**src/rtl/seg7_pkg.sv**
```systemverilog
// seg7_pkg
// Shared definitions for the seven-segment read-back path:
//   - SEG_CODE[0..9] : active-low {g,f,e,d,c,b,a} patterns for the digits 0..9
//   - SEG_BLANK      : all segments off
//   - digit_t        : packed {err, blank, value[3:0]} result of an inverse decode
//   - out_state_e    : state of the frame output buffer
//   - seg_decode()   : inverse mapping from a segment pattern to a digit_t
package seg7_pkg;

  localparam logic [6:0] SEG_BLANK = 7'b1111111;

  localparam logic [6:0] SEG_CODE [10] = '{
    7'b1000000, 7'b1111001, 7'b0100100, 7'b0110000, 7'b0011001,
    7'b0010010, 7'b0000010, 7'b1111000, 7'b0000000, 7'b0010000
  };

  typedef struct packed {
    logic       err;
    logic       blank;
    logic [3:0] value;
  } digit_t;

  typedef enum logic {
    ST_EMPTY = 1'b0,
    ST_FULL  = 1'b1
  } out_state_e;

  // Anything that is neither a digit nor blank is reported as value F with err.
  function automatic digit_t seg_decode(input logic [6:0] seg);
    digit_t d;
    d = '{err: 1'b1, blank: 1'b0, value: 4'hF};
    if (seg == SEG_BLANK) begin
      d = '{err: 1'b0, blank: 1'b1, value: 4'h0};
    end else begin
      for (int i = 0; i < 10; i++) begin
        if (seg == SEG_CODE[i]) d = '{err: 1'b0, blank: 1'b0, value: 4'(i)};
      end
    end
    return d;
  endfunction

endpackage

```
**src/rtl/seg7_stable_filter.sv**
```systemverilog
// seg7_stable_filter
// Synchronizes the display lines and raises a one-cycle strobe once the
// combined {an,seg} word has been identical for STABLE_CYCLES samples.
// Ports:
//   clk, rst_n     : clock, asynchronous active-low reset
//   i_seg, i_an    : raw active-low segment / digit-enable lines
//   o_seg, o_an    : synchronized lines (valid to use on the strobe cycle)
//   o_strobe       : one pulse per stable run of the synchronized lines
module seg7_stable_filter #(
  parameter int NUM_DIGITS    = 4,
  parameter int STABLE_CYCLES = 16
) (
  input  logic                  clk,
  input  logic                  rst_n,
  input  logic [6:0]            i_seg,
  input  logic [NUM_DIGITS-1:0] i_an,
  output logic [6:0]            o_seg,
  output logic [NUM_DIGITS-1:0] o_an,
  output logic                  o_strobe
);

  localparam int W = NUM_DIGITS + 7;
  localparam logic [7:0] CNT_SAT  = 8'(STABLE_CYCLES);
  localparam logic [7:0] CNT_FIRE = 8'(STABLE_CYCLES - 2);

  logic [W-1:0] r_sync1, r_sync2, r_prev;
  logic [7:0]   r_stab_cnt;
  logic         w_equal;

  assign w_equal = (r_sync2 == r_prev);

  // NOTE: every flop in a clocked block uses <= so all of them sample the
  // pre-edge values together; = here would collapse the synchronizer chain.
  always_ff @(posedge clk or negedge rst_n) begin
    if (!rst_n) begin
      r_sync1    <= '1;
      r_sync2    <= '1;
      r_prev     <= '1;
      r_stab_cnt <= '0;
    end else begin
      r_sync1 <= {i_an, i_seg};
      r_sync2 <= r_sync1;
      r_prev  <= r_sync2;
      if (!w_equal)                r_stab_cnt <= '0;
      else if (r_stab_cnt != CNT_SAT) r_stab_cnt <= r_stab_cnt + 8'd1;
    end
  end

  // Fires in the cycle whose edge takes stab_cnt to STABLE_CYCLES-1; the
  // counter then runs on to saturation, so a held pattern fires only once.
  assign o_strobe = w_equal && (r_stab_cnt == CNT_FIRE);
  assign o_seg    = r_sync2[6:0];
  assign o_an     = r_sync2[W-1:7];

endmodule

```
**src/rtl/seg7_readback.sv**
```systemverilog
// seg7_readback
// Reads back a common-anode multiplexed seven-segment display and presents
// each complete multi-digit frame on a valid/ready interface.
// Ports:
//   clk, rst_n   : clock, asynchronous active-low reset
//   seg_in       : {g,f,e,d,c,b,a}, active-low
//   an_in        : digit enables, active-low, one-hot-low when driven
//   frame_data   : digit k value at [4k+3:4k]
//   frame_blank  : digit k was dark
//   frame_err    : digit k was not a legal pattern
//   frame_valid  : frame held until frame_ready
//   frame_ready  : consumer accept
//   overrun      : one-cycle pulse when a completed frame is dropped
module seg7_readback
  import seg7_pkg::*;
#(
  parameter int NUM_DIGITS    = 4,
  parameter int STABLE_CYCLES = 16
) (
  input  logic                    clk,
  input  logic                    rst_n,
  input  logic [6:0]              seg_in,
  input  logic [NUM_DIGITS-1:0]   an_in,
  output logic [4*NUM_DIGITS-1:0] frame_data,
  output logic [NUM_DIGITS-1:0]   frame_blank,
  output logic [NUM_DIGITS-1:0]   frame_err,
  output logic                    frame_valid,
  input  logic                    frame_ready,
  output logic                    overrun
);

  localparam int IDX_W = (NUM_DIGITS > 1) ? $clog2(NUM_DIGITS) : 1;

  logic [6:0]              w_seg;
  logic [NUM_DIGITS-1:0]   w_an;
  logic                    w_strobe;

  seg7_stable_filter #(
    .NUM_DIGITS   (NUM_DIGITS),
    .STABLE_CYCLES(STABLE_CYCLES)
  ) u_filter (
    .clk     (clk),
    .rst_n   (rst_n),
    .i_seg   (seg_in),
    .i_an    (an_in),
    .o_seg   (w_seg),
    .o_an    (w_an),
    .o_strobe(w_strobe)
  );

  // Capture qualification: exactly one enable low.
  logic [3:0]       w_low_cnt;
  logic [IDX_W-1:0] w_idx;
  logic             w_capture;
  digit_t           w_dec;

  // NOTE: every signal driven in always_comb gets a default first, so no path
  // leaves it unassigned and no latch is inferred.
  always_comb begin
    w_low_cnt = '0;
    w_idx     = '0;
    for (int k = 0; k < NUM_DIGITS; k++) begin
      if (!w_an[k]) begin
        w_low_cnt = w_low_cnt + 4'd1;
        w_idx     = IDX_W'(k);
      end
    end
  end

  assign w_capture = w_strobe && (w_low_cnt == 4'd1);
  assign w_dec     = seg_decode(w_seg);

  // Collect buffer and seen mask.
  digit_t                r_col [NUM_DIGITS];
  digit_t                w_col_next [NUM_DIGITS];
  logic [NUM_DIGITS-1:0] r_seen, w_seen_next;
  logic                  w_transfer;

  always_comb begin
    w_col_next  = r_col;
    w_seen_next = r_seen;
    if (w_capture) begin
      w_col_next[w_idx]  = w_dec;
      w_seen_next[w_idx] = 1'b1;
    end
  end

  assign w_transfer = w_capture && (&w_seen_next);

  // NOTE: the collect buffer is a handful of flops, so it takes the async
  // reset; a real RAM would be left unreset and guarded by the seen mask.
  always_ff @(posedge clk or negedge rst_n) begin
    if (!rst_n) begin
      for (int k = 0; k < NUM_DIGITS; k++) r_col[k] <= '0;
      r_seen <= '0;
    end else begin
      r_col  <= w_col_next;
      r_seen <= w_transfer ? '0 : w_seen_next;
    end
  end

  // Output buffer state machine.
  out_state_e r_state, w_state_next;
  logic       w_load;

  always_ff @(posedge clk or negedge rst_n) begin
    if (!rst_n) r_state <= ST_EMPTY;
    else        r_state <= w_state_next;
  end

  always_comb begin
    w_state_next = r_state;
    case (r_state)
      ST_EMPTY: if (w_transfer) w_state_next = ST_FULL;
      ST_FULL:  if (!w_transfer && frame_ready) w_state_next = ST_EMPTY;
      default:  w_state_next = ST_EMPTY;
    endcase
  end

  always_comb begin
    frame_valid = (r_state == ST_FULL);
  end

  // A new frame lands only if the buffer is free or being emptied this cycle.
  assign w_load = w_transfer && ((r_state == ST_EMPTY) || frame_ready);

  logic [4*NUM_DIGITS-1:0] r_data;
  logic [NUM_DIGITS-1:0]   r_blank, r_err;
  logic                    r_overrun;

  always_ff @(posedge clk or negedge rst_n) begin
    if (!rst_n) begin
      r_data    <= '0;
      r_blank   <= '0;
      r_err     <= '0;
      r_overrun <= 1'b0;
    end else begin
      r_overrun <= w_transfer && (r_state == ST_FULL) && !frame_ready;
      if (w_load) begin
        for (int k = 0; k < NUM_DIGITS; k++) begin
          r_data[4*k +: 4] <= w_col_next[k].value;
          r_blank[k]       <= w_col_next[k].blank;
          r_err[k]         <= w_col_next[k].err;
        end
      end
    end
  end

  assign frame_data  = r_data;
  assign frame_blank = r_blank;
  assign frame_err   = r_err;
  assign overrun     = r_overrun;

endmodule

```
**config.mk**
```make
export PLATFORM = sky130hd
export DESIGN_NAME = seg7_readback
export DESIGN_NICKNAME = d
export VERILOG_FILES = /design/src/rtl/seg7_pkg.sv /design/src/rtl/seg7_stable_filter.sv /design/src/rtl/seg7_readback.sv
export SDC_FILE = /design/constraint.sdc
export NUM_CORES = 1
export LEC_CHECK = 0
export BUFFER_PORTS_ARGS = -buffer_cell sky130_fd_sc_hd__clkbuf_2
export CORE_UTILIZATION = 58
export DETAILED_ROUTE_END_ITERATION = 8
export PLACE_DENSITY = 0.91
export SLEW_MARGIN = 20
export SYNTH_ARGS = -nofsm -noshare
export SYNTH_HDL_FRONTEND = slang
export SYNTH_SLANG_ARGS = --single-unit
```
**constraint.sdc**
```tcl
create_clock -name clk -period 4.85 [get_ports clk]
set_clock_uncertainty 0.05 [all_clocks]
set_input_delay 0.97 -clock clk [delete_from_list [all_inputs] [get_ports clk]]
set_output_delay 0.97 -clock clk [all_outputs]
set_load 0.02 [all_outputs]
```
# --- Word level (Yosys, flattened, before mapping) ---
# Cells that the tools add are included.
totals:
  word_cells: 93
  input_bits: 14
  register_bits: 95
  output_inout_bits: 26
op_classes:
  n_lt_le_gt_ge: 4
  n_addsub: 4
  muxes: 31
  n_eq_ne: 15
  n_reduce_logical: 14
  bitwise_logic: 3
ops:
  columns: ["operator", "count"]
  rows:
  - ["6-bit two-way mux", 12]
  - ["7-bit == test, second input constant", 4]
  - ["24-bit bitwise mux", 1]
  - ["24-bit two-way mux", 1]
  - ["7-bit by 5-bit == test with 1-bit output, second input constant", 3]
  - ["4-bit two-way mux", 5]
  - ["8-bit two-way mux", 2]
  - ["7-bit by 6-bit == test with 1-bit output, second input constant", 2]
  - ["4-bit by 1-bit adder with 4-bit output, second input constant", 3]
  - ["6-bit demux with 2-bit select", 1]
  - ["11-bit == test", 1]
  - ["1-bit logical AND", 9]
  - ["8-bit by 1-bit adder with 8-bit output, second input constant", 1]
  - ["8-bit by 4-bit == test with 1-bit output, second input constant", 1]
  - ["8-bit by 5-bit inequality test with 1-bit output, second input constant", 1]
  - ["7-bit by 2-bit == test with 1-bit output, second input constant", 1]
  - ["7-bit zero test", 1]
  - ["1-bit two-way mux", 5]
  - ["4-bit by 1-bit == test with 1-bit output, second input constant", 1]
  - ["2-bit two-way mux", 2]
  - ["4-bit bitwise OR", 1]
  - ["4-bit AND reduction", 1]
  - ["3-bit >= comparator, second input constant", 1]
  - ["2-bit by 3-bit < comparator with 1-bit output, second input constant", 1]
  - ["9 further kinds", 10]

# --- Longest topological paths before layout ---
# Gate-level depths: netlist (run 1).
depth:
  ltp_word: 16
  mapped_depth: 12
  ltp_nobuf: 11

# --- Modules after synthesis ---
# From an unflattened synthesis (run 1), not the netlist that was laid out.
unflattened:
  cells_unflattened: 300
  hier_area_um2: 4016.4
by_module_without_submodules:
  columns: ["mod", "cells_each", "seq_area_each_um2", "instances", "area_per_inst_um2"]
  rows:
  - ["seg7_readback", 210, 1351.3, 1, 2605.0]
  - ["seg7_stable_filter", 90, 1067.3, 1, 1411.4]

# --- Least setup slack after synthesis (run 1) ---
# No wires, ideal clock.
synth_path:
  path_kind: "flip-flop to flip-flop"
  startpoint: "reg u_filter.r_sync2[8]"
  endpoint: "reg r_blank[1] (netlist: frame_blank[1])"
  setup_slack_ns: 1.425
  n_path_buf: 1
  t_required_ns: 4.675
  stages_incl_launch_ff: 12
  arrival_time_ns: 3.250
  cell_sequence: "dfstp_2 > inv_1 > ha_1 > xnor2_1 > ha_1 > nor4b_1 > nor4_1 > or3_1 > buf_6 > nor4_4 > mux2_2 > mux2_2"
synth_rtl:
  columns: ["element", "line", "rtl"]
  rows:
  - ["start, declared", "seg7_stable_filter.sv:26", "logic [W-1:0] r_sync1, r_sync2, r_prev;"]
  - ["start signal, assigned", "seg7_stable_filter.sv:42", "r_sync2 <= r_sync1;"]
  - ["end signal, assigned by index", "seg7_readback.sv:142", "r_blank[k] <= w_col_next[k].blank;"]
  - ["end, declared", "seg7_readback.sv:128", "logic [NUM_DIGITS-1:0] r_blank, r_err;"]

==> results_dict.tcl, run 1 <==
set metrics [dict create \
    num_rows 29 \
    path_cells "inv_1, ha_1, xnor2_1, ha_1, nor4b_1, nor4_1, or3_1, nor3_2, mux2_2, mux2_2" \
    drive_above_1_share 0.447 \
    fmax_mhz 253 \
    post-route-cell-area_um2 4340 \
    internal-power_mw 1.05 \
    critPathMaxFanout 7 \
    path_clk_slew_ns 0.09 \
    place_congestion 0.858 \
    fp.coreArea_um2 6460 \
    max-slew-margin-rel 0.451 \
    critPathKind "register to register" \
    p_seq_frac 0.608 \
    cp-endpoint "frame_data[15]$_DFFE_PN0P_" \
    htree_levels 3 \
    grtUsageMet3 0.0580 \
    clk_latency_ns 0.37 \
    ios 40 \
    grt_usage 0.216 \
    numPortBuffers 39 \
    ys_warn_count 0 \
    rrSetupSlack_ns 0.89 \
    ff_latch_area_um2 2420 \
    cts_tree "yes" \
    worstMarginPinSlew_ns 0.815 \
    dr.pass1.iters 4 \
    seq_area_frac_synth 0.616 \
    grt_pass1_wl_mm 11.7 \
    hold_buffers 0 \
    die_w_um 84.3 \
    worstHoldPathType "register to register" \
    multi_input_area_um2 1400 \
    worst-path-buf-inv 1 \
    nNetsFinal 344 \
    start_util 0.608 \
    placed_cell_area_um2 4160 \
    synthTopCellsByArea "dfrtp_1 (39%), dfstp_2 (22%), mux2_2 (14%), xor2_1 (3.6%), nor2_1 (2.1%)" \
    period_share 0.816 \
    cpPeakStageDelay_ns 0.63 \
    rsz0062_at_grt "no" \
    setup_violations 0 \
    wire_per_inst_um 16.7 \
    ys_types 41 \
    outcome "complete, no violations" \
    tns_ns 0 \
    crit_required_ns 5.05 \
    cts_resized 0 \
    antenna_found_initial 0 \
    clkPwrFrac 0.352 \
    synth_area_um2 3930 \
    hpwlAfterDp_mm 4.65 \
    grt_pass1_vias 2355 \
    die_h_um 84.3 \
    p_per_area_nw_per_um2 316 \
    cp_top_family "simple AND/OR/NAND/NOR gates" \
    root_buffer "clkbuf_8" \
    grt_max_degree 59 \
    synth_seq_cells 95 \
    die_area_um2 7110 \
    grtUsageMet1 0.289 \
    cts_buffers 9 \
    syn_avg_cell_area_um2 13.8 \
    report.final.hold_viol_count 0 \
    cp.depth 10 \
    leakage_nw 2.04 \
    vias 2339 \
    drc 0 \
    worst_r2r_startpoint "u_filter.r_sync2[8]$_DFF_PN1_" \
    p_sw_mw 0.318 \
    met2_usage 0.344 \
    synth.largest_area_cell "dfrtp_1" \
    end_kind "register" \
    critPathLaunchType "register" \
    routed_via_density 5.76 \
    fin_crit_ns 3.96 \
    crit_slowest_cell "nor3_2" \
    irDropWorstVdd_mv 0.272 \
    area_delta_synth_final_pct 10.5 \
    grt-ovfl-total 0 \
    r2r_end "frame_data[15]$_DFFE_PN0P_" \
    clock_sinks 95 \
    top_usage_layer "met2" \
    ant_nets 0 \
    post-cts-setup-buffers 0 \
    syn-num-nets 304 \
    cap_violations 0 \
    postSynthCellCount 284 \
    drv_slew 0 \
    clock_tree.buffer_depth 2 \
    rr_worst_depth 10 \
    drt_wl_total_mm 6.79 \
    crit_start "u_filter.r_sync2[8]$_DFF_PN1_" \
    cp.arrival_ns 4.15 \
    fillCellCount 450 \
    synth_top_area_frac 0.395 \
    comb_power_share 0.040 \
    drt_iter0_drc 140 \
    antenna_cells 0 \
    sw_frac_of_total 0.232 \
]
## synth_stat cells (all sizes together)
| cell | n |
|---|---|
| mux2 | 49 |
| ha | 6 |
| o21ai | 1 |
| and3 | 1 |
| o22ai | 1 |
| nor2b | 1 |
| and4b | 1 |
| nand3 | 7 |
| and2b | 1 |
| nor4b | 3 |
| nor2 | 22 |
| a21oi | 6 |
| clkbuf | 3 |
| dfstp | 33 |
| inv | 8 |
| o21a | 4 |
| buf | 9 |
| or4b | 1 |
| nand2 | 7 |
| nand3b | 3 |
| nor3 | 6 |
| a311oi | 1 |
| or4bb | 1 |
| dfrtp | 62 |
| nand2b | 3 |
| xor2 | 16 |
| a31oi | 1 |
| or2 | 2 |
| or3 | 3 |
| and4bb | 1 |
| a211oi | 1 |
| xnor2 | 6 |
| nor4 | 8 |
| mux2i | 1 |
| nor4bb | 1 |
| nand4 | 4 |
## sequential cells by signal (all words and copies together) (netlist names)
name,flops
u_filter.r_sync2,11
frame_valid,1
r_col,24
u_filter.r_sync1,11
frame_err,4
frame_data,16
u_filter.r_stab_cnt,8
u_filter.r_prev,11
overrun,1
frame_blank,4
r_seen,4
## metal layers
metal  part of all wire  up-vias  wire length, um
li1                   -     1058                -
met1               0.44     1200             2980
met2               0.50       63             3370
met3              0.046       18              313
met4              0.019        0              126
met5                  0        -                0
## kinds of logic (layout without fill, tap and decap cells)
| kind of cell | Yosys count | count (layout) | share of synthesized area |
|---|---|---|---|
| DFF | 95 | 95 | 0.616 |
| xor gates and xnor gates | 22 | 22 | 0.0490 |
| muxes | 50 | 50 | 0.143 |
| and+or+nand+nor | 76 | 76 | 0.121 |
| adders and majority gates | 6 | 6 | 0.0191 |
| AOI/OAI and AO/OA | 15 | 15 | 0.0239 |
| buffers and inverters | 20 | 65 | 0.0280 |
## worst min-delay path by stage
stage | from | to | slack [ns] | depth (start not counted)
floorplan | u_filter.r_sync1[0]$_DFF_PN1_ | u_filter.r_sync2[0]$_DFF_PN1_ | 0.30 | 0
global placement | u_filter.r_sync1[0]$_DFF_PN1_ | u_filter.r_sync2[0]$_DFF_PN1_ | 0.30 | 0
detailed placement | u_filter.r_sync1[3]$_DFF_PN1_ | u_filter.r_sync2[3]$_DFF_PN1_ | 0.30 | 0
CTS | u_filter.r_sync1[10]$_DFF_PN1_ | u_filter.r_sync2[10]$_DFF_PN1_ | 0.31 | 0
global route | u_filter.r_sync1[1]$_DFF_PN1_ | u_filter.r_sync2[1]$_DFF_PN1_ | 0.31 | 0
finish | u_filter.r_sync1[1]$_DFF_PN1_ | u_filter.r_sync2[1]$_DFF_PN1_ | 0.30 | 0
## power by group through the flow
stage	sequential [mW]	clock (mW)	combinational (mW)
final	0.834	0.483	0.0550
after global routing	0.837	0.522	0.0631
after CTS	0.834	0.489	0.0558
after detailed placement	0.848	0	0.0553
after global placement	0.847	0	0.0524
after floorplan	0.838	0	0.0370
## cell type report
class | count | area share
clock inverters | 4 | 0.00663
repair buffers | 41 | 0.0490
flip-flops and latches | 95 | 0.557
multi-input cells | 169 | 0.322
inverters | 8 | 0.00692
well taps | 77 | 0.0222
clock buffers | 12 | 0.0357
## layout by cell type, fill, tap and decap left out, types with 6 or more instances in the layout
cell / count
dfstp_2: 33
a21oi_1: 6
xnor2_1: 6
xor2_1: 16
nand2_1: 7
clkbuf_8: 11
inv_1: 8
clkbuf_2: 38
nor2_1: 22
mux2_2: 49
nand3_1: 6
ha_1: 6
dfrtp_1: 62
## metrics by stage
| stage | setup slack, ns | hold slack [ns] | instances | utilization | total power, mW |
|---|---|---|---|---|---|
| 6_report | 0.894 | 0.301 | 406 | 0.672 | 1.37 |
| 5_1_grt | 0.675 | 0.306 | 406 | 0.672 | 1.42 |
| 4_1_cts | 0.883 | 0.309 | 406 | 0.672 | 1.38 |
| 3_5_place_dp | 0.926 | 0.297 | 390 | 0.644 | 0.904 |
| 3_3_place_gp | 1.09 | 0.295 | 390 | 0.644 | 0.900 |
| 2_1_floorplan | 1.43 | 0.295 | 284 | - | 0.875 |
Note: power is estimated with default switching activity, not from simulation.
==> run 2: changes to the inputs <==
Clock period 4.85 ns to 4 ns, I/O delays scaled along.
==> run 2 against run 1 <==
  * Register-to-register slack got worse by 0.69 ns
  * Sequential share of layout area is 0.98 points lower
  * Combinational power is 23% higher
  * Die area did not move
  * Cell count is 1.2% higher
==> results_dict.tcl, run 2 (synthesized netlist as in run 1, its figures left out) <==
set metrics [dict create \
    timing.final.ws_setup_ns 0.203 \
    internal-power_mw 1.37 \
    irDropWorstVdd_mv 0.360 \
    top_register "r_col" \
    top_usage_layer "met2" \
    grtUsageMet1 0.281 \
    worstMarginPinSlew_ns 0.865 \
    drc 0 \
    numPortBuffers 39 \
    cts_tree "yes" \
    crit_slowest_cell "dfstp_2" \
    htree_levels 3 \
    period_share 0.949 \
    nNetsFinal 349 \
    grtUsageMet3 0.0472 \
    critPathKind "register to register" \
    sw_frac_of_total 0.226 \
    leakage_nw 2.09 \
    antenna_cells 0 \
    grt_max_degree 86 \
    comb_power_share 0.038 \
    cp_top_family "simple AND/OR/NAND/NOR gates" \
    path_clk_slew_ns 0.09 \
    dp_slack_ns 0.213 \
    grt_pass1_wl_mm 11.6 \
    place_congestion 0.906 \
    hold_buffers 0 \
    setup_violations 0 \
    post-route-cell-area_um2 4420 \
    hpwlAfterDp_mm 4.50 \
    dr.pass1.iters 4 \
    drt_iter0_drc 122 \
    cap_violations 0 \
    drv_slew 0 \
    routed_via_density 5.69 \
    antenna_found_initial 0 \
    cts_buffers 9 \
    fmax_mhz 263 \
    met2_usage 0.353 \
    path_cells "inv_1, ha_1, xnor2_1, ha_1, nor4b_1, nor4_1, or3_1, nor4_4, buf_4, mux2_2, mux2_2" \
    clock_sinks 95 \
    max-slew-margin-rel 0.418 \
    fp.coreArea_um2 6460 \
    root_buffer "clkbuf_8" \
    largest_register_ffs 24 \
    worst-path-buf-inv 2 \
    cpPeakStageDelay_ns 0.62 \
    ant_nets 0 \
    p_seq_frac 0.571 \
    start_util 0.608 \
    worstHoldPathType "register to register" \
    num_rows 29 \
    area_delta_synth_final_pct 12.5 \
    cp.arrival_ns 4.00 \
    p_sw_mw 0.400 \
    rsz0062_at_grt "no" \
    placed_cell_area_um2 4180 \
    wire_per_inst_um 17.4 \
    fin_crit_ns 3.80 \
    vias 2338 \
    die_h_um 84.3 \
    drt_wl_total_mm 7.15 \
    die_area_um2 7110 \
    end_kind "register" \
    report.final.hold_viol_count 0 \
    outcome "complete, no violations" \
    critPathMaxFanout 6 \
    p_per_area_nw_per_um2 401 \
    critPathLaunchType "register" \
    clkPwrFrac 0.391 \
    grt_usage 0.216 \
    clock_tree.buffer_depth 2 \
    die_w_um 84.3 \
    grt_pass1_vias 2315 \
    tns_ns 0 \
    crit_required_ns 4.20 \
    drive_above_1_share 0.458 \
    layout_common_cells "dfrtp_1 (62), mux2_2 (49), clkbuf_2 (38)" \
    clk_latency_ns 0.37 \
    ios 40 \
    layout_commonest_cell "dfrtp_1" \
    fillCellCount 425 \
    grt-ovfl-total 0 \
]
run 2: cell count changes in the layout (fill, tap and decap cells not counted):
cell,previous run,this run
clkinv_4,1,2
clkinv_2,0,2
clkbuf_8,11,9
clkbuf_1,1,0
buf_6,0,1
bufinv_16,0,2
inv_4,2,0
buf_4,3,7
clkinvlp_4,1,0
inv_6,0,1
run 2: path summary, 6_finish.rpt:
| check | to | slack, ns | start | cells past startpoint |
|---|---|---|---|---|
| min in group asynchronous | frame_blank[0]$_DFFE_PN0P_ | 0.42 | rst_n | 1 |
| hold reg to reg | u_filter.r_sync2[10]$_DFF_PN1_ | 0.31 | u_filter.r_sync1[10]$_DFF_PN1_ | 0 |
| hold / removal | u_filter.r_sync2[10]$_DFF_PN1_ | 0.31 | u_filter.r_sync1[10]$_DFF_PN1_ | 0 |
| setup / recovery | frame_data[1]$_DFFE_PN0P_ | 0.20 | u_filter.r_sync2[8]$_DFF_PN1_ | 11 |
| max in group asynchronous | u_filter.r_sync1[10]$_DFF_PN1_ | 2.79 | rst_n | 2 |
| setup reg to reg | frame_data[1]$_DFFE_PN0P_ | 0.20 | u_filter.r_sync2[8]$_DFF_PN1_ | 11 |
run 2: area by class of cell:
type,count,area (um^2),area share
Clock buffer,9,124,0.0280
Inverter,8,30.0,0.00680
Timing Repair Buffer,46,254,0.0575
Tap cell,77,96.3,0.0218
Multi-Input combinational cell,169,1400,0.317
Sequential cell,95,2420,0.547
Clock inverter,7,96.3,0.0218
run 2: routing by layer:
metal  wire, um  part of all wire  up-vias
met5          0                 0        -
met2       3640              0.51       47
met1       3130              0.44     1197
met4        142             0.020        0
met3        236             0.033       16
li1           -                 -     1078
run 2: timing repair:
item | in CTS | in global routing
setup endpoints to repair | 0 | 12
resized for setup | 0 | 0
buffers inserted | 0 | 2
run 2: per-stage QoR:
stage          utilization  total power, mW  instances  hold slack (ns)
2_1_floorplan            -             1.06        284            0.295
3_3_place_gp         0.647             1.09        393            0.295
5_1_grt              0.684             1.82        411            0.308
6_report             0.684             1.77        411            0.309
4_1_cts              0.681             1.78        409            0.307
3_5_place_dp         0.647             1.10        393            0.297
run 2: power groups by stage:
stage | registers (mW) | logic, mW | clock network [mW]
CTS | 1.01 | 0.0688 | 0.699
global placement | 1.03 | 0.0639 | 0
finish | 1.01 | 0.0676 | 0.692
detailed placement | 1.03 | 0.0677 | 0
global route | 1.01 | 0.0771 | 0.734
floorplan | 1.02 | 0.0449 | 0
==> run 3: changes to the inputs <==
Settings changed: RECOVER_POWER from default to 50, SETUP_SLACK_MARGIN from default to 0.2.
Clock period 4 ns to 4.35 ns, I/O delays scaled along.
==> run 3 against run 2 <==
  * The flow now finishes with violations (capacitance limit, slew limit)
  * Worst hold slack better by 0.0017 ns
  * Global-route usage increased by 0.40 points
  * Cell count fell by 1.2%
  * Register-to-register slack improved by 0.17 ns
  * Critical path depth down 1
  * Largest power group unchanged
  * Highest routed layer unchanged
==> results_dict.tcl, run 3 (synthesized netlist as in run 1, its figures left out) <==
set metrics [dict create \
    period_share 0.914 \
    ant_nets 0 \
    rrSetupSlack_ns 0.37 \
    clk_latency_ns 0.36 \
    outcome "finished with violations" \
    worstMarginPinSlew_ns 1.64 \
    cap_violations 1 \
    critPathMaxFanout 7 \
    fin_crit_ns 3.98 \
    area_delta_synth_final_pct 10.7 \
    p_per_area_nw_per_um2 358 \
    cts_buffers 9 \
    critPathKind "register to register" \
    drive_above_1_share 0.416 \
    root_buffer "clkbuf_8" \
    drt_wl_total_mm 7.04 \
    start_util 0.608 \
    grt_pass1_wl_mm 11.9 \
    vias 2329 \
    setup_violations 0 \
    report.final.hold_viol_count 0 \
    totalPowerFinal_mw 1.56 \
    layout_common_cells "dfrtp_1 (62), mux2_2 (49), clkbuf_2 (39)" \
    num_rows 29 \
    hold_buffers 0 \
    cts_resized 0 \
    grt_max_degree 71 \
    grt_usage 0.220 \
    die_w_um 84.3 \
    die_area_um2 7110 \
    routed_via_density 5.74 \
    crit_required_ns 4.55 \
    fp.coreArea_um2 6460 \
    top_register "r_col" \
    layout_commonest_cell "dfrtp_1" \
    max-slew-margin-rel -0.0952 \
    end_kind "register" \
    dr.pass1.iters 4 \
    drv_slew 71 \
    crit_start "u_filter.r_sync2[8]$_DFF_PN1_" \
    largest_register_ffs 24 \
    worst_r2r_startpoint "u_filter.r_sync2[8]$_DFF_PN1_" \
    numPortBuffers 39 \
    clock_sinks 95 \
    tns_ns 0 \
    antenna_found_initial 0 \
    grt-ovfl-total 0 \
    leakage_nw 2.03 \
    fmax_mhz 251 \
    r2r_end "frame_err[3]$_DFFE_PN0P_" \
    path_clk_slew_ns 0.09 \
    cp.arrival_ns 4.18 \
    drc 0 \
    cp-endpoint "frame_err[3]$_DFFE_PN0P_" \
    grt_pass1_vias 2411 \
    nNetsFinal 344 \
    violations "capacitance limit, slew limit" \
    die_h_um 84.3 \
    drt_iter0_drc 142 \
    rsz0062_at_grt "no" \
    htree_levels 3 \
    ios 40 \
    post-cts-setup-buffers 0 \
    worstHoldPathType "register to register" \
    cts_tree "yes" \
    rr_worst_depth 10 \
    place_congestion 0.848 \
    antenna_cells 0 \
    wire_per_inst_um 17.3 \
    hpwlAfterDp_mm 4.60 \
    irDropWorstVdd_mv 0.286 \
    critPathLaunchType "register" \
    clock_tree.buffer_depth 2 \
]
## run 3: changes by cell type in the layout (fill, tap and decap cells not counted), moves of 4 or more
cell        before  now
clkinvlp_4       0    4
buf_4            7    1
dfstp_1          0   10
dfstp_2         33   23
## run 3: through the flow
stage	setup slack [ns]	utilization	instance area (um^2)	hold slack, ns	instances
2_1_floorplan	0.925	-	3930	0.295	284
3_3_place_gp	0.585	0.644	4160	0.295	390
3_5_place_dp	0.461	0.644	4160	0.297	390
4_1_cts	0.425	0.674	4360	0.310	406
5_1_grt	0.220	0.673	4350	0.316	406
6_report	0.373	0.673	4350	0.310	406
## run 3: area by class of cell
cell class              count  area, um^2
flip-flops and latches     95        2420
clock buffers               9         124
well taps                  77        96.3
clock inverters             7        73.8
inverters                   8        30.0
fillers                   442        2110
repair buffers             41         206
multi-input cells         169        1400
## run 3: critical path, stage by stage, from the launching register on
cell and delay, ns:
dfstp_2 0.62, inv_1 0.11, ha_1 0.36, xnor2_1 0.16, ha_1 0.33, nor4b_1 0.27, nor4_1 0.12, or3_1 0.49
nor3_2 0.66, mux2_2 0.44, mux2_2 0.26
## run 3: where the power goes
group	switching, mW	internal, mW
Sequential	0.0187	0.909
Combinational	0.0377	0.0226
Clock	0.304	0.265
## run 3: metal layers
layer / share of wire / up-vias / global-route usage / routed length, um
met1: 0.44 / 1180 / 0.288 / 3100
met3: 0.042 / 11 / 0.0452 / 297
met4: 0.014 / 0 / 0.0893 / 99
li1: - / 1059 / - / -
met5: 0 / - / 0 / 0
met2: 0.50 / 79 / 0.364 / 3550
## run 3: worst min path at each step
stage	startpoint	to	slack (ns)	cells after the start
2_1_floorplan	u_filter.r_sync1[0]$_DFF_PN1_	u_filter.r_sync2[0]$_DFF_PN1_	0.30	0
3_3_place_gp	u_filter.r_sync1[4]$_DFF_PN1_	u_filter.r_sync2[4]$_DFF_PN1_	0.30	0
3_5_place_dp	u_filter.r_sync1[10]$_DFF_PN1_	u_filter.r_sync2[10]$_DFF_PN1_	0.30	0
4_1_cts	u_filter.r_sync1[10]$_DFF_PN1_	u_filter.r_sync2[10]$_DFF_PN1_	0.31	0
5_1_grt	u_filter.r_sync1[5]$_DFF_PN1_	u_filter.r_sync2[5]$_DFF_PN1_	0.32	0
6_report	u_filter.r_sync1[5]$_DFF_PN1_	u_filter.r_sync2[5]$_DFF_PN1_	0.31	0
